## config.mk

```make
export PLATFORM = sky130hd
export DESIGN_NAME = uart_tx_feeder
export DESIGN_NICKNAME = d
export VERILOG_FILES = /design/src/rtl/uart_pkg.sv /design/src/rtl/uart_sync_fifo.sv /design/src/rtl/uart_tx_feeder.sv
export SDC_FILE = /design/constraint.sdc
export NUM_CORES = 1
export LEC_CHECK = 0
export BUFFER_PORTS_ARGS = -buffer_cell sky130_fd_sc_hd__clkbuf_2
export CAP_MARGIN = 5
export CORE_AREA = 2 2 141 143
export DETAILED_ROUTE_END_ITERATION = 10
export DIE_AREA = 0 0 143 145
export PLACE_DENSITY = 0.6
export SLEW_MARGIN = 20
export SYNTH_ARGS = -nofsm -noshare
export SYNTH_HDL_FRONTEND = slang
export SYNTH_HIERARCHICAL = 1
export SYNTH_SLANG_ARGS = --single-unit
```

## constraint.sdc

```tcl
create_clock -name clk -period 8.15 [get_ports clk]
set_clock_uncertainty 0.15 [all_clocks]
set_input_delay 1.2225 -clock clk [delete_from_list [all_inputs] [get_ports clk]]
set_output_delay 1.2225 -clock clk [all_outputs]
set_load 0.05 [all_outputs]
```

## src/rtl/uart_pkg.sv

```systemverilog
// Shared types and constants for the UART byte-path blocks.
// The feeder's optional resend behaviour is selected with the UART_TX_RETRY_EN macro.
package uart_pkg;

    localparam int UART_BYTE_W  = 8;
    localparam int TX_MAX_RETRY = 3;

    typedef enum logic [1:0] {
        IDLE,
        LAUNCH,
        WAIT,
        RETRY
    } tx_feed_state_e;

endpackage

```

## src/rtl/uart_sync_fifo.sv

```systemverilog
// Single-clock FIFO with extra-MSB pointers and a registered occupancy count.
// Shared by the TX feeder and the RX side.
module uart_sync_fifo #(
    parameter int DEPTH = 16,
    parameter int WIDTH = 8
) (
    input  logic                   clk,
    input  logic                   rst,
    input  logic                   push_i,
    input  logic [WIDTH-1:0]       wdata_i,
    input  logic                   pop_i,
    output logic [WIDTH-1:0]       rdata_o,
    output logic                   full_o,
    output logic                   empty_o,
    output logic [$clog2(DEPTH):0] level_o
);

    localparam int AW = $clog2(DEPTH);

    logic [AW:0]      wr_ptr_q;
    logic [AW:0]      rd_ptr_q;
    logic [AW:0]      level_q;
    logic [WIDTH-1:0] mem_q [DEPTH];
    logic             push_ok;
    logic             pop_ok;

    assign full_o  = (wr_ptr_q[AW] != rd_ptr_q[AW]) && (wr_ptr_q[AW-1:0] == rd_ptr_q[AW-1:0]);
    assign empty_o = (wr_ptr_q == rd_ptr_q);
    assign push_ok = push_i && !full_o;
    assign pop_ok  = pop_i && !empty_o;
    assign rdata_o = mem_q[rd_ptr_q[AW-1:0]];
    assign level_o = level_q;

    // NOTE: the storage array is deliberately not reset; the pointers alone say which entries are valid.
    always_ff @(posedge clk) begin
        if (push_ok) begin
            mem_q[wr_ptr_q[AW-1:0]] <= wdata_i;
        end
    end

    always_ff @(posedge clk or negedge rst) begin
        if (!rst) begin
            wr_ptr_q <= '0;
            rd_ptr_q <= '0;
            level_q  <= '0;
        end else begin
            if (push_ok) begin
                wr_ptr_q <= wr_ptr_q + (AW+1)'(1);
            end
            if (pop_ok) begin
                rd_ptr_q <= rd_ptr_q + (AW+1)'(1);
            end
            case ({push_ok, pop_ok})
                2'b10:   level_q <= level_q + (AW+1)'(1);
                2'b01:   level_q <= level_q - (AW+1)'(1);
                default: ;
            endcase
        end
    end

endmodule

```

## src/rtl/uart_tx_feeder.sv

```systemverilog
// Byte FIFO plus launch FSM feeding uart_top's transmitter; counts errored bytes.
// Define UART_TX_RETRY_EN to resend a failed byte up to TX_MAX_RETRY extra times.
module uart_tx_feeder
    import uart_pkg::*;
#(
    parameter int DEPTH      = 16,
    parameter int START_HOLD = 32,
    parameter int TIMEOUT    = 1 << 20
) (
    input  logic                   clk,
    input  logic                   rst,
    input  logic                   in_valid,
    input  logic [UART_BYTE_W-1:0] in_data,
    output logic                   in_ready,
    output logic                   tx_start,
    output logic [UART_BYTE_W-1:0] tx_data,
    input  logic                   tx_done,
    input  logic                   tx_err,
    output logic                   busy,
    output logic [$clog2(DEPTH):0] level,
    output logic [7:0]             err_cnt
);

    localparam int HW = $clog2(START_HOLD + 1);
    localparam int TW = $clog2(TIMEOUT + 1);

    tx_feed_state_e         state_q;
    logic                   tx_start_q;
    logic [UART_BYTE_W-1:0] tx_data_q;
    logic [HW-1:0]          hold_q;
    logic [TW-1:0]          to_q;
    logic                   done_pend_q;
    logic                   err_pend_q;
    logic [7:0]             err_cnt_q;
    logic [2:0]             done_sync_q;
    logic [2:0]             err_sync_q;
`ifdef UART_TX_RETRY_EN
    logic [1:0]             retry_q;
`endif

    logic                   fifo_full;
    logic                   fifo_empty;
    logic                   fifo_pop;
    logic [UART_BYTE_W-1:0] fifo_rdata;
    logic                   done_rise;
    logic                   err_rise;
    logic                   done_evt;
    logic                   fail;

    uart_sync_fifo #(
        .DEPTH (DEPTH),
        .WIDTH (UART_BYTE_W)
    ) u_fifo (
        .clk     (clk),
        .rst     (rst),
        .push_i  (in_valid && in_ready),
        .wdata_i (in_data),
        .pop_i   (fifo_pop),
        .rdata_o (fifo_rdata),
        .full_o  (fifo_full),
        .empty_o (fifo_empty),
        .level_o (level)
    );

    assign in_ready = !fifo_full;
    assign fifo_pop = (state_q == IDLE) && !fifo_empty;
    assign busy     = (state_q != IDLE) || !fifo_empty;
    assign tx_start = tx_start_q;
    assign tx_data  = tx_data_q;
    assign err_cnt  = err_cnt_q;

    // Bit 1 is the synchronised level; bit 2 is its previous value for edge detection.
    assign done_rise = done_sync_q[1] && !done_sync_q[2];
    assign err_rise  = err_sync_q[1] && !err_sync_q[2];

    // Edges seen during LAUNCH are held in the pend flags and count as if they arrived now.
    // A done that coincides with a raised err is an error; a timeout only loses to a clean done.
    assign done_evt = done_rise || done_pend_q;
    assign fail     = err_rise || err_pend_q || (done_evt && err_sync_q[1])
                   || (!done_evt && (to_q == TW'(TIMEOUT - 1)));

    always_ff @(posedge clk or negedge rst) begin
        if (!rst) begin
            state_q     <= IDLE;
            tx_start_q  <= 1'b0;
            tx_data_q   <= '0;
            hold_q      <= '0;
            to_q        <= '0;
            done_pend_q <= 1'b0;
            err_pend_q  <= 1'b0;
            err_cnt_q   <= '0;
            done_sync_q <= '0;
            err_sync_q  <= '0;
`ifdef UART_TX_RETRY_EN
            retry_q     <= '0;
`endif
        end else begin
            done_sync_q <= {done_sync_q[1:0], tx_done};
            err_sync_q  <= {err_sync_q[1:0], tx_err};

            unique case (state_q)
                IDLE: begin
                    done_pend_q <= 1'b0;
                    err_pend_q  <= 1'b0;
                    if (!fifo_empty) begin
                        tx_data_q  <= fifo_rdata;
                        tx_start_q <= 1'b1;
                        hold_q     <= '0;
                        state_q    <= LAUNCH;
`ifdef UART_TX_RETRY_EN
                        retry_q    <= '0;
`endif
                    end
                end

                LAUNCH: begin
                    if (done_rise) done_pend_q <= 1'b1;
                    if (err_rise)  err_pend_q  <= 1'b1;
                    if (hold_q == HW'(START_HOLD - 1)) begin
                        tx_start_q <= 1'b0;
                        to_q       <= '0;
                        state_q    <= WAIT;
                    end else begin
                        hold_q <= hold_q + HW'(1);
                    end
                end

                WAIT: begin
                    done_pend_q <= 1'b0;
                    err_pend_q  <= 1'b0;
                    if (fail) begin
                        if (err_cnt_q != 8'hFF) begin
                            err_cnt_q <= err_cnt_q + 8'd1;
                        end
`ifdef UART_TX_RETRY_EN
                        state_q <= (retry_q < 2'(TX_MAX_RETRY)) ? RETRY : IDLE;
`else
                        state_q <= IDLE;
`endif
                    end else if (done_evt) begin
                        state_q <= IDLE;
                    end else begin
                        to_q <= to_q + TW'(1);
                    end
                end

`ifdef UART_TX_RETRY_EN
                RETRY: begin
                    tx_start_q <= 1'b1;
                    hold_q     <= '0;
                    retry_q    <= retry_q + 2'd1;
                    state_q    <= LAUNCH;
                end
`endif

                default: state_q <= IDLE;
            endcase
        end
    end

endmodule
```

Yosys cells after proc, flatten, opt, wreduce, memory -nomap -nowiden
Memory sizes are Yosys's and may differ from the RTL's. A register that Yosys moved wholly into a read port is not among the register bits.
Index checks and enable logic that the tools add are counted.
Widths: inputs -> output; s select.
{"block": "totals", "register_bits": 61, "output_inout_bits": 24, "memories": 1, "mem_bits_rw": 128, "elab_cells": 96}
{"block": "op_classes", "reduce_logical": 35, "n_eq_ne": 18, "muxes": 22, "n_addsub": 7, "n_bitwise": 1}
{"name": "u_fifo.mem_q", "depth": 16, "word_bits": 8, "read_ports": 1, "rd_clocked_by_memory_dff": 1, "wr": 1, "line": "uart_sync_fifo.sv:23", "source": "logic [WIDTH-1:0] mem_q [DEPTH];"}
{"operator": "$mux 21", "count": 3}
{"operator": "$pmux 21 s2", "count": 1}
{"operator": "$add 21x1->21 const B", "count": 1}
{"operator": "$eq 21x20->1 const B", "count": 1}
{"operator": "$add 5x1->5 const B", "count": 3}
{"operator": "$ne 2x2->1 const B", "count": 7}
{"operator": "$mux 6", "count": 2}
{"operator": "$pmux 6 s2", "count": 1}
{"operator": "$reduce_and 3->1", "count": 4}
{"operator": "$pmux 5 s2", "count": 1}
{"operator": "$reduce_bool 2->1", "count": 5}
{"operator": "$logic_and 1x1->1", "count": 9}
{"operator": "$add 8x1->8 const B", "count": 1}
{"operator": "$mux 2", "count": 4}
{"operator": "$ne 8x8->1 const B", "count": 1}
{"operator": "$add 6x1->6 const B", "count": 1}
{"operator": "$eq 6x5->1 const B", "count": 1}
{"operator": "$logic_not 1->1", "count": 6}
{"operator": "$mux 1", "count": 6}
{"operator": "$pmux 1 s2", "count": 3}
{"operator": "$pmux 2 s3", "count": 1}
{"operator": "$reduce_and 2->1", "count": 3}
{"operator": "$eq 5x5->1", "count": 1}
{"operator": "$logic_or 1x1->1", "count": 5}
{"operator": "10 further kinds", "count": 12}

Logic depth before layout (Yosys ltp)
Gate-level depths: netlist of run 1.
{"block": "depth", "depth_word": 8, "mapped_depth": 15, "mapped_depth_nobuf": 12}

Modules after synthesis
The synthesis of run 1 kept the hierarchy.
{"module": "uart_sync_fifo", "cells_per_inst": 309, "instances": 1, "area_per_inst_um2": 5886.9, "seq_area_each_um2": 4219.0}
{"module": "uart_tx_feeder", "cells_per_inst": 255, "instances": 1, "area_per_inst_um2": 2665.1, "seq_area_each_um2": 1351.3}

Worst setup path after synthesis of run 1
OpenSTA, ideal clock, no wires.
{"block": "synth_timing", "path_kind": "flip-flop to flip-flop", "from": "reg u_fifo.rd_ptr_q[2]", "to": "reg u_fifo.level_q[4], in the netlist u_fifo/level_o[4]", "setup_ns": 0.116, "synth_period_minus_slack_ns": 3.461, "path_slack_ns": 4.689, "arrival_time_ns": 3.195, "n_path_buf": 3, "stages_incl_launch_ff": 15, "required_ns": 7.884, "path_cell_list": "dfrtp_1 > buf_4 > xnor2_1 > nand4_2 > buf_6 > nor2_1 > nor3_1 > clkbuf_1 > o21ai_2 > inv_1 > ha_1 > ha_1 > a21oi_1 > o21ai_0 > o311ai_0"}
{"item": "start, declared", "line": "uart_sync_fifo.sv:21", "source": "logic [AW:0] rd_ptr_q;"}
{"item": "start signal, assigned", "line": "uart_sync_fifo.sv:51", "source": "rd_ptr_q <= rd_ptr_q + (AW+1)'(1);"}
{"item": "$eq 5x5->1 (*)", "line": "uart_sync_fifo.sv:28", "source": "assign empty_o = (wr_ptr_q == rd_ptr_q);"}
{"item": "net fifo_empty", "line": "uart_tx_feeder.sv:42", "source": "logic fifo_empty;"}
{"item": "$logic_not 1->1 (*)", "line": "uart_tx_feeder.sv:66", "source": "assign fifo_pop = (state_q == IDLE) && !fifo_empty;"}
{"item": "$logic_and 1x1->1 (*)", "line": "uart_tx_feeder.sv:66"}
{"item": "net fifo_pop", "line": "uart_tx_feeder.sv:43", "source": "logic fifo_pop;"}
{"item": "$logic_and 1x1->1 (*)", "line": "uart_sync_fifo.sv:30", "source": "assign pop_ok = pop_i && !empty_o;"}
{"item": "net u_fifo.pop_ok", "line": "uart_sync_fifo.sv:25", "source": "logic pop_ok;"}
{"item": "$eq 2x1->1 or $eq 2x2->1 (tied branches)", "line": "uart_sync_fifo.sv:53", "source": "case ({push_ok, pop_ok})"}
{"item": "$pmux 5 s2 or $reduce_bool 2->1 (tied branches)"}
{"item": "end signal, assigned", "line": "uart_sync_fifo.sv:54", "source": "2'b10: level_q <= level_q + (AW+1)'(1);"}
{"item": "end signal, assigned", "line": "uart_sync_fifo.sv:55", "source": "2'b01: level_q <= level_q - (AW+1)'(1);"}
{"item": "end, declared", "line": "uart_sync_fifo.sv:22", "source": "logic [AW:0] level_q;"}
Mark *: on every way through the listed nets, which the timed path passes. The rest lies on a longest branch.
A chain may end at the register's enable or synchronous reset.

Worst setup path after layout of run 1
{"block": "layout_timing", "from": "reg u_fifo.rd_ptr_q[2]", "to": "out busy"}
{"block": "layout_via", "elab_chain_cells": 3}
{"item": "$eq 5x5->1", "line": "uart_sync_fifo.sv:28"}
{"item": "net fifo_empty", "line": "uart_tx_feeder.sv:42"}
{"item": "$logic_not 1->1", "line": "uart_tx_feeder.sv:67", "source": "assign busy = (state_q != IDLE) || !fifo_empty;"}
{"item": "$logic_or 1x1->1", "line": "uart_tx_feeder.sv:67"}
{"item": "end, declared", "line": "uart_tx_feeder.sv:19", "source": "output logic busy,"}
The timed path passes the listed nets, and every way through them passes these cells.

==> impl_metrics.tcl, run 1 <==
set metrics [dict create \
    detailroute.via_count 4906 \
    post_drt_wl_per_cell_um 19.7 \
    place_hpwl_mm 11.1 \
    highest_attainable_clock_frequency_mhz 261 \
    finalHoldViolations 0 \
    netlist_area_um2 8550 \
    ys_seq_elements 197 \
    setup-violations-final 0 \
    post_cts_resized 0 \
    number_of_antenna_violating_nets_in_the_routed_design 0 \
    timing.critical_path.fanout_max 36 \
    timing.reg2reg.worst_path_depth 11 \
    dieWidth_um 143 \
    synthArstFlopShare 0.350 \
    grt_setup_unrepaired "false" \
    timing_worst_setup_path_type "reg2out" \
    tritoncts.num_buffers 17 \
    crit_chain "buf_4, xnor2_1, nand4_2, nor2_1, nand2_1, clkbuf_2" \
    fill_cells 1635 \
    drt_first_iter_violations 325 \
    timing.hold.worst.class "reg2reg" \
    buffers_on_ports 36 \
    place_congestion 0.782 \
    netlist-cell-type-count 63 \
    htree_num_levels 4 \
    finalWirelength_mm 17.3 \
    netlist_instances 564 \
    drive_above_1_share 0.224 \
    average_via_count_per_standard_cell 5.59 \
    io-pin-count 37 \
    yosys.area.top_type_share 0.449 \
    synth.most_common_cell "sky130_fd_sc_hd__edfxtp_1" \
    number_of_buffers_on_the_longest_clock_path 2 \
    ys_warn_count 6 \
    synth_edf_count 128 \
    timing.critical_path.required_ns 6.78 \
    critPathSlowestCell "sky130_fd_sc_hd__buf_4" \
    finalNetCount 625 \
    power_density_nw_per_um2 324 \
    ctsHoldBuffers 0 \
    synth_common_cells "128 x sky130_fd_sc_hd__edfxtp_1, 69 x sky130_fd_sc_hd__dfrtp_1, 33 x sky130_fd_sc_hd__nor2_1, 32 x sky130_fd_sc_hd__mux4_2, 31 x sky130_fd_sc_hd__nand2_1" \
    cts.sink_count 197 \
    remaining_drcs 0 \
    insertion_delay_ns 0.43 \
    overflow_left_after_global_routing 0 \
    slew_violations 0 \
    totalNegativeSetupSlack_ns 0 \
    max_cap_viol_count 0 \
    slew_headroom 0.267 \
    drt_first_pass_iters 4 \
    max-vdd-ir-drop_v 0.000183 \
    core_area_um2 19200 \
    antenna_cells 0 \
    antenna_found_initial 0 \
    floorplan.initialDensity 0.445 \
    design_power_total_w 0.00310 \
    delay_of_the_slowest_cell_on_the_worst_path_ns 0.45 \
    period_minus_slack_ns 3.84 \
    critPathLaunchType "flip-flop" \
    synth.yosys.seq_area_share 0.651 \
    via_count_of_the_first_global_routing_pass 4954 \
    ys_top_cells_by_area "sky130_fd_sc_hd__edfxtp_1 45%, sky130_fd_sc_hd__dfrtp_1 20%, sky130_fd_sc_hd__mux4_2 8.4%" \
    floorplan.die_area_um2 20700 \
    synth.net_count 590 \
    die_height_um 145 \
    finalCritPeriodShare 0.471 \
    tightest_slew_ns 1.10 \
    tritoncts_clock_tree "done" \
    post-synth-top-area-cell "sky130_fd_sc_hd__edfxtp_1" \
    avgSynthCellArea_um2 15.2 \
    outcome "complete, no violations" \
    fp-row-count 51 \
    area_delta_synth_final_pct 11.9 \
    ys.flop_type "sky130_fd_sc_hd__edfxtp_1" \
    cts-root-buf "sky130_fd_sc_hd__clkbuf_16" \
    clk_transition_reported_paths_ns 0.08 \
    post_cts_buffers 0 \
    worstHoldPathCells 0 \
    critPathArrivalTime_ns 2.46 \
    grt_pass1_wl_mm 27.8 \
    grt_start_max_net_pins 70 \
    cellLeakagePower_nw 3.47 \
    grtUsageTotal 0.177 \
    endpoint_kind "output pin" \
]
-- kinds of logic (layout without fill, tap and decap cells) --
family,after synthesis,after routing,share of synthesized area
flops,197,197,0.651
simple gates,151,151,0.0963
compound gates,85,85,0.0734
mux,47,47,0.104
buf+inv,44,92,0.0269
xor+xnor,27,27,0.0285
fa+ha+maj,13,13,0.0199
-- power by group --
part / total (W) / internal [W] / switching, W / leakage, nW
clock network: 0.000837 / 0.000417 / 0.000421 / 0.282
registers: 0.00133 / 0.00122 / 0.000112 / 2.04
logic: 0.000935 / 0.000367 / 0.000568 / 1.15
-- layout by cell type, fill, tap and decap left out, types with 9 or more instances in the layout --
cell type	n
sky130_fd_sc_hd__nand2_1	31
sky130_fd_sc_hd__clkbuf_2	35
sky130_fd_sc_hd__dfrtp_1	68
sky130_fd_sc_hd__o21ai_0	9
sky130_fd_sc_hd__edfxtp_1	128
sky130_fd_sc_hd__a31oi_1	18
sky130_fd_sc_hd__a22oi_1	16
sky130_fd_sc_hd__nand3_1	17
sky130_fd_sc_hd__mux2_2	12
sky130_fd_sc_hd__nor2_1	33
sky130_fd_sc_hd__xnor2_1	18
sky130_fd_sc_hd__ha_1	12
sky130_fd_sc_hd__nor2b_1	10
sky130_fd_sc_hd__nor3_1	9
sky130_fd_sc_hd__inv_1	20
sky130_fd_sc_hd__mux4_2	32
sky130_fd_sc_hd__clkbuf_16	17
-- sequential cells by signal (all words and copies together) (netlist names) --
signal / cells
done_pend_q: 1
done_sync_q: 3
err_cnt: 8
err_pend_q: 1
err_sync_q: 3
hold_q: 6
state_q: 2
to_q: 21
tx_data: 8
tx_start: 1
u_fifo/level_o: 5
u_fifo/mem_q: 128
u_fifo/rd_ptr_q: 5
u_fifo/wr_ptr_q: 5
-- worst paths after layout --
check / slack, ns / end / from
setup / recovery: 4.31 / busy / u_fifo/rd_ptr_q[2]$_DFFE_PN0P_
hold / removal: 0.19 / err_sync_q[1]$_DFF_PN0_ / err_sync_q[0]$_DFF_PN0_
setup reg to reg: 4.33 / u_fifo/level_o[4]$_DFFE_PN0P_ / u_fifo/rd_ptr_q[2]$_DFFE_PN0P_
hold reg to reg: 0.19 / err_sync_q[1]$_DFF_PN0_ / err_sync_q[0]$_DFF_PN0_
max in group asynchronous: 6.47 / u_fifo/rd_ptr_q[1]$_DFFE_PN0P_ / rst
min in group asynchronous: 0.75 / hold_q[4]$_DFFE_PN0P_ / rst
-- metal layers --
metal,share of wire,track usage,vias up
li1,-,-,2256
met1,0.44,0.240,2523
met2,0.51,0.288,115
met3,0.040,0.0376,12
met4,0.012,0.0510,0
met5,0,0,-
-- cell type report --
class,instances,area [um2],area share
inverters,20,75.1,0.00785
repair buffers,40,213,0.0222
clock buffers,17,425,0.0445
well taps,265,332,0.0347
flip-flops and latches,197,5570,0.582
multi-input cells,323,2780,0.290
clock inverters,15,175,0.0183
-- through the flow --
step	std cells	hold WS, ns	utilization	instance area, um2	setup slack [ns]
6_report	877	0.195	0.498	9570	4.31
5_1_grt	877	0.193	0.498	9570	4.02
4_1_cts	877	0.193	0.498	9560	4.28
3_5_place_dp	845	0.186	0.467	8960	4.33
3_3_place_gp	845	0.188	0.466	8950	4.47
2_1_floorplan	564	0.181	-	8550	4.69
-- worst max-delay path: cells and delay by family (launching register included) --
family | cells | cell delay [ns]
buf+inv | 2 | 0.71
simple gates | 3 | 0.81
flops | 1 | 0.32
xor+xnor | 1 | 0.20
Power figures use the tool's default switching activity.
==> inputs of run 2 (changes only) <==
Clock period 8.15 ns to 3.66 ns, I/O delays scaled along.
==> run 2 against run 1 <==
Die area did not move. Register-to-register slack worse by 4.0 ns. Global-route usage fell by 0.47 points. Combinational power up 130%. Hold slack worse by 0.12 ns. Design area rose by 0.72%. Wire length shrank 3.6%. Total power is 120% higher. Clock power up 120%. Non-clock buffer count grew 14. Largest cell class unchanged. Highest routed layer unchanged.
==> impl_metrics.tcl, run 2 (synthesized netlist as in run 1, its figures left out) <==
set metrics [dict create \
    slew_violations 0 \
    cts.sink_count 197 \
    grt_pass1_wl_mm 27.3 \
    finalWirelength_mm 16.7 \
    reg2reg_setup_slack_ns 0.38 \
    antenna_cells 0 \
    setup-violations-final 0 \
    core_area_um2 19200 \
    critPathArrivalTime_ns 3.44 \
    delay_of_the_slowest_cell_on_the_worst_path_ns 0.50 \
    finalCritPeriodShare 0.897 \
    timing.rr.start "u_fifo/wr_ptr_q[2]$_DFFE_PN0P_" \
    post_cts_resized 0 \
    floorplan.die_area_um2 20700 \
    critPathLaunchType "flip-flop" \
    cellLeakagePower_nw 3.54 \
    outcome "complete, no violations" \
    max_cap_viol_count 0 \
    period_minus_slack_ns 3.28 \
    critPathSlowestCell "sky130_fd_sc_hd__dfrtp_1" \
    largest_reg_flops 128 \
    insertion_delay_ns 0.43 \
    finalHoldViolations 0 \
    average_via_count_per_standard_cell 5.52 \
    worst_slack_ns 0.377 \
    path_common_cell "sky130_fd_sc_hd__ha_1" \
    highest_attainable_clock_frequency_mhz 305 \
    layout.cells.most_common_list "128 x sky130_fd_sc_hd__edfxtp_1, 68 x sky130_fd_sc_hd__dfrtp_1, 35 x sky130_fd_sc_hd__clkbuf_2" \
    detailroute.via_count 4922 \
    max-vdd-ir-drop_v 0.000402 \
    tritoncts.num_buffers 17 \
    drt_first_iter_violations 291 \
    area_delta_synth_final_pct 12.7 \
    reg2reg_to "u_fifo/level_o[4]$_DFFE_PN0P_" \
    post_cts_buffers 0 \
    ctsHoldBuffers 0 \
    drt_first_pass_iters 4 \
    drive_above_1_share 0.233 \
    tritoncts_clock_tree "done" \
    totalNegativeSetupSlack_ns 0 \
    timing_worst_setup_path_type "reg2reg" \
    io-pin-count 37 \
    grtUsageTotal 0.172 \
    die_height_um 145 \
    floorplan.initialDensity 0.445 \
    htree_num_levels 4 \
    via_count_of_the_first_global_routing_pass 4994 \
    cts-root-buf "sky130_fd_sc_hd__clkbuf_16" \
    power_density_nw_per_um2 714 \
    overflow_left_after_global_routing 0 \
    place_hpwl_mm 10.9 \
    final_common_cell "sky130_fd_sc_hd__edfxtp_1" \
    timing.critical_path.required_ns 3.82 \
    number_of_antenna_violating_nets_in_the_routed_design 0 \
    grt_start_max_net_pins 70 \
    slew_headroom 0.350 \
    tightest_slew_ns 0.971 \
    fp-row-count 51 \
    dieWidth_um 143 \
    crit_chain "xnor2_1, nand4_2, nor2_1, nor2b_1, buf_4, o21ai_2, ha_1, ha_1, a21oi_1, o21ai_0, o311ai_0" \
    clk_transition_reported_paths_ns 0.08 \
    timing.hold.worst.class "in2async" \
    endpoint_kind "flip-flop" \
    timing.critical_path.fanout_max 11 \
    place_ws_ns 0.436 \
    remaining_drcs 0 \
    number_of_buffers_on_the_longest_clock_path 2 \
    finalNetCount 639 \
    post_drt_wl_per_cell_um 18.7 \
    antenna_found_initial 0 \
    timing.reg2reg.worst_path_depth 11 \
    buffers_on_ports 36 \
    fill_cells 1633 \
    grt_setup_unrepaired "false" \
    place_congestion 0.823 \
]
## run 2: cell types whose count changed in the layout (fill, tap and decap cells not counted), sizes merged
cell      previous run  this run
buf                  5        19
clkbuf              52        53
clkinv               5         4
clkinvlp             3         2
inv                 27        28
## run 2: layout make-up
type / instances / area, um2 / share of cell area
clock inverter: 14 / 155 / 0.0161
clock buffer: 18 / 429 / 0.0445
sequential: 197 / 5570 / 0.578
multi-input combinational: 323 / 2760 / 0.286
tap: 265 / 332 / 0.0344
inverter: 20 / 75.1 / 0.00779
timing repair buffer: 54 / 318 / 0.0330
## run 2: power breakdown
part	internal (W)	switching [W]
clock network	0.000918	0.000892
registers	0.00271	0.000224
logic	0.000848	0.00129
total	0.00448	0.00241
## run 2: worst max-delay path by stage
stage / startpoint / slack, ns / depth (start not counted) / endpoint
3_5_place_dp: u_fifo/wr_ptr_q[2]$_DFFE_PN0P_ / 0.44 / 11 / u_fifo/level_o[4]$_DFFE_PN0P_
4_1_cts: u_fifo/wr_ptr_q[2]$_DFFE_PN0P_ / 0.35 / 11 / u_fifo/level_o[4]$_DFFE_PN0P_
2_1_floorplan: u_fifo/rd_ptr_q[2]$_DFFE_PN0P_ / 0.20 / 14 / u_fifo/level_o[4]$_DFFE_PN0P_
6_report: u_fifo/wr_ptr_q[2]$_DFFE_PN0P_ / 0.38 / 11 / u_fifo/level_o[4]$_DFFE_PN0P_
3_3_place_gp: u_fifo/wr_ptr_q[2]$_DFFE_PN0P_ / 0.61 / 11 / u_fifo/level_o[4]$_DFFE_PN0P_
5_1_grt: u_fifo/wr_ptr_q[3]$_DFFE_PN0P_ / 0.07 / 11 / u_fifo/level_o[4]$_DFFE_PN0P_
## run 2: metrics by stage
stage	cells	power [W]	util	instance area (um2)	hold slack (ns)
floorplan	564	0.00460	-	8550	0.103
global placement	859	0.00509	0.471	9050	0.197
detailed placement	859	0.00515	0.471	9050	0.192
CTS	891	0.00696	0.502	9640	0.0609
global route	891	0.00728	0.502	9640	0.0604
finish	891	0.00688	0.502	9640	0.0710
## run 2: routing by layer
layer,routed length [um],track usage,vias to the layer above,share of wire
met5,0,0,-,0
met4,184,0.0446,0,0.011
met3,462,0.0347,15,0.028
met2,8210,0.277,64,0.49
met1,7810,0.240,2567,0.47
li1,-,-,2276,-
## run 2: critical path, delay by kind of cell (launching register included)
family                   cells  cell delay, ns
flip-flops                   1            0.50
AND/OR/NAND/NOR              3            0.61
adder cells (fa/ha/maj)      2            0.69
XOR/XNOR                     1            0.24
buffers and inverters        1            0.17
AO/OA/AOI/OAI                4            0.78
==> inputs of run 3 (changes only) <==
Settings changed: ABC_AREA set to 1, CORE_AREA 2 2 141 143 to 2 2 120 180, DIE_AREA 0 0 143 145 to 0 0 122 182, PLACE_DENSITY 0.6 to 0.59.
==> run 3 against run 2 <==
Worst setup slack got worse by 0.037 ns. Sequential share of layout area fell by 2.8 points. Synthesized cell count rose by 72%. Register-to-register slack got worse by 0.04 ns. Critical endpoint unchanged. Critical path depth rose by 5. First-iteration DRC count increased by 30%. Highest routed layer unchanged. Cell count increased by 44%. Largest power group unchanged.
==> impl_metrics.tcl, run 3 <==
set metrics [dict create \
    timing.hold.worst.class "in2async" \
    switching_share 0.394 \
    cts-root-buf "sky130_fd_sc_hd__clkbuf_16" \
    detailroute.via_count 6332 \
    outcome "complete, no violations" \
    utilization 0.488 \
    ys_warn_count 6 \
    grt_setup_unrepaired "false" \
    overflow_left_after_global_routing 0 \
    reg2reg_setup_slack_ns 0.34 \
    critPathSlowestCell "sky130_fd_sc_hd__dfrtp_1" \
    layout.cells.most_common_list "295 x sky130_fd_sc_hd__nand2_1, 143 x sky130_fd_sc_hd__nor2_1, 128 x sky130_fd_sc_hd__edfxtp_1" \
    synth.most_common_cell "sky130_fd_sc_hd__nand2_1" \
    timing.critical_path.fanout_max 16 \
    synth.yosys.seq_area_share 0.609 \
    synth_edf_count 128 \
    place_hpwl_mm 13.9 \
    avgSynthCellArea_um2 9.43 \
    netlist_area_um2 9150 \
    yosys.area.top_type_share 0.420 \
    grtUsageTotal 0.195 \
    highest_attainable_clock_frequency_mhz 301 \
    via_count_of_the_first_global_routing_pass 6234 \
    clk_transition_reported_paths_ns 0.07 \
    core_area_um2 20700 \
    use_met2 0.354 \
    cp_top_family "simple AND/OR/NAND/NOR gates" \
    design_area_final_um2 10100 \
    synthArstFlopShare 0.350 \
    endpoint_kind "flip-flop" \
    tritoncts_clock_tree "done" \
    remaining_drcs 0 \
    p_int_w 0.00433 \
    dieWidth_um 122 \
    grt_pass1_wl_mm 32.9 \
    tightest_slew_ns 0.904 \
    clock_power_share 0.256 \
    ys.flop_type "sky130_fd_sc_hd__edfxtp_1" \
    insertion_delay_ns 0.43 \
    average_via_count_per_standard_cell 4.94 \
    timing_worst_setup_path_type "reg2reg" \
    synth_common_cells "295 x sky130_fd_sc_hd__nand2_1, 143 x sky130_fd_sc_hd__nor2_1, 128 x sky130_fd_sc_hd__edfxtp_1, 80 x sky130_fd_sc_hd__nand3_1, 69 x sky130_fd_sc_hd__dfrtp_1" \
    timing.rr.start "u_fifo/rd_ptr_q[2]$_DFFE_PN0P_" \
    io-pin-count 37 \
    slew_headroom 0.397 \
    power_density_nw_per_um2 707 \
    buffers_on_ports 36 \
    busiest_grt_layer "met2" \
    post_cts_buffers 0 \
    critPathArrivalTime_ns 3.55 \
    use_met1 0.227 \
    postPlaceCellArea_um2 9550 \
    finalNetCount 1026 \
    worst_slack_ns 0.340 \
    area_delta_synth_final_pct 10.7 \
    grt_start_max_net_pins 70 \
    tritoncts.num_buffers 17 \
    finalWirelength_mm 20.5 \
    total_switching_power_w 0.00282 \
    netlist_instances 970 \
    netlist-cell-type-count 37 \
    final_common_cell "sky130_fd_sc_hd__nand2_1" \
    number_of_buffers_on_the_longest_clock_path 2 \
    cellLeakagePower_nw 4.32 \
    ys_seq_elements 197 \
    floorplan.initialDensity 0.441 \
    synth.net_count 996 \
    drive_above_1_share 0.115 \
    period_minus_slack_ns 3.32 \
    max_cap_viol_count 0 \
    delay_of_the_slowest_cell_on_the_worst_path_ns 0.59 \
    number_of_antenna_violating_nets_in_the_routed_design 0 \
    antenna_cells 0 \
    largest_reg_flops 128 \
    crit_chain "inv_2, nand2_1, nand2_2, nor2_4, nand3_4, inv_1, nor2_1, nand2_4, ha_1, fa_1, nand2_1, nand2_1, o21ai_0, xor2_1, nand2_1, nand2_1" \
    antenna_found_initial 0 \
    ys_top_cells_by_area "sky130_fd_sc_hd__edfxtp_1 42%, sky130_fd_sc_hd__dfrtp_1 19%, sky130_fd_sc_hd__nand2_1 12%" \
    max-vdd-ir-drop_v 0.000392 \
    post_drt_wl_per_cell_um 16.0 \
    met3_usage 0.0311 \
    place_ws_ns 0.358 \
    critPathLaunchType "flip-flop" \
    setup-violations-final 0 \
    htree_num_levels 4 \
    floorplan.die_area_um2 22200 \
    finalCritPeriodShare 0.907 \
    ctsHoldBuffers 0 \
    power.sequential.fraction 0.405 \
    crit_start "u_fifo/rd_ptr_q[2]$_DFFE_PN0P_" \
    die_height_um 182 \
    post_cts_resized 0 \
    hold_ws_ns 0.0684 \
    slew_violations 0 \
    drt_first_pass_iters 5 \
    power.combinational.fraction 0.340 \
    cts.sink_count 197 \
    drt_first_iter_violations 377 \
    fill_cells 1964 \
    place_congestion 0.836 \
    finalHoldViolations 0 \
    path_common_cell "sky130_fd_sc_hd__nand2_1" \
    timing.critical_path.required_ns 3.89 \
    post-synth-top-area-cell "sky130_fd_sc_hd__edfxtp_1" \
    fp-row-count 65 \
    totalNegativeSetupSlack_ns 0 \
    critical_path_buf_inv_count 2 \
]
## run 3: worst paths after layout
kind,depth (start not counted),to
worst min-delay path,1,to_q[9]$_DFFE_PN0P_
max in group asynchronous,1,u_fifo/rd_ptr_q[0]$_DFFE_PN0P_
min in group clk,1,done_sync_q[0]$_DFF_PN0_
worst max register to register,16,u_fifo/level_o[4]$_DFFE_PN0P_
worst max-delay path,16,u_fifo/level_o[4]$_DFFE_PN0P_
worst min register to register,0,done_sync_q[1]$_DFF_PN0_
## run 3: power by group through the flow
| stage | registers (W) | logic, W | clock network (W) |
|---|---|---|---|
| finish | 0.00290 | 0.00243 | 0.00183 |
| global route | 0.00293 | 0.00273 | 0.00196 |
| CTS | 0.00290 | 0.00246 | 0.00187 |
| detailed placement | 0.00294 | 0.00245 | 0 |
| global placement | 0.00294 | 0.00243 | 0 |
| floorplan | 0.00314 | 0.00159 | 0 |
## run 3: final cells by class
| class | count | area, um2 | share of cell area |
|---|---|---|---|
| clock buffer | 17 | 425 | 0.0420 |
| clock inverter | 15 | 148 | 0.0146 |
| inverter | 68 | 255 | 0.0252 |
| multi-input combinational | 672 | 3140 | 0.310 |
| sequential | 197 | 5570 | 0.551 |
| tap | 268 | 335 | 0.0331 |
| timing repair buffer | 44 | 243 | 0.0240 |
## run 3: routing by layer
metal	share of wire	vias to the layer above
li1	-	3215
met2	0.54	96
met4	0.023	0
met3	0.023	27
met1	0.41	2994
met5	0	-
## run 3: worst register-to-register path, stage by stage (launching register included)
cell                      delay, ns
sky130_fd_sc_hd__dfrtp_1       0.59
sky130_fd_sc_hd__inv_2         0.24
sky130_fd_sc_hd__nand2_1       0.09
sky130_fd_sc_hd__nand2_2       0.08
sky130_fd_sc_hd__nor2_4        0.05
sky130_fd_sc_hd__nand3_4       0.11
sky130_fd_sc_hd__inv_1         0.07
sky130_fd_sc_hd__nor2_1        0.34
sky130_fd_sc_hd__nand2_4       0.23
sky130_fd_sc_hd__ha_1          0.35
sky130_fd_sc_hd__fa_1          0.40
sky130_fd_sc_hd__nand2_1       0.10
sky130_fd_sc_hd__nand2_1       0.06
sky130_fd_sc_hd__o21ai_0       0.10
sky130_fd_sc_hd__xor2_1        0.18
sky130_fd_sc_hd__nand2_1       0.07
sky130_fd_sc_hd__nand2_1       0.05
## run 3: cells by family after synthesis
logic type / count (synthesis) / synth area share
adder cells (fa/ha/maj): 13 / 0.0186
AND/OR/NAND/NOR: 557 / 0.254
AO/OA/AOI/OAI: 75 / 0.0434
XOR/XNOR: 27 / 0.0267
flip-flops: 197 / 0.609
buffers and inverters: 101 / 0.0479
## run 3: metrics by stage
step | cells | total power, W
2_1_floorplan | 970 | 0.00473
3_3_place_gp | 1249 | 0.00537
3_5_place_dp | 1249 | 0.00539
4_1_cts | 1281 | 0.00723
5_1_grt | 1281 | 0.00762
6_report | 1281 | 0.00715
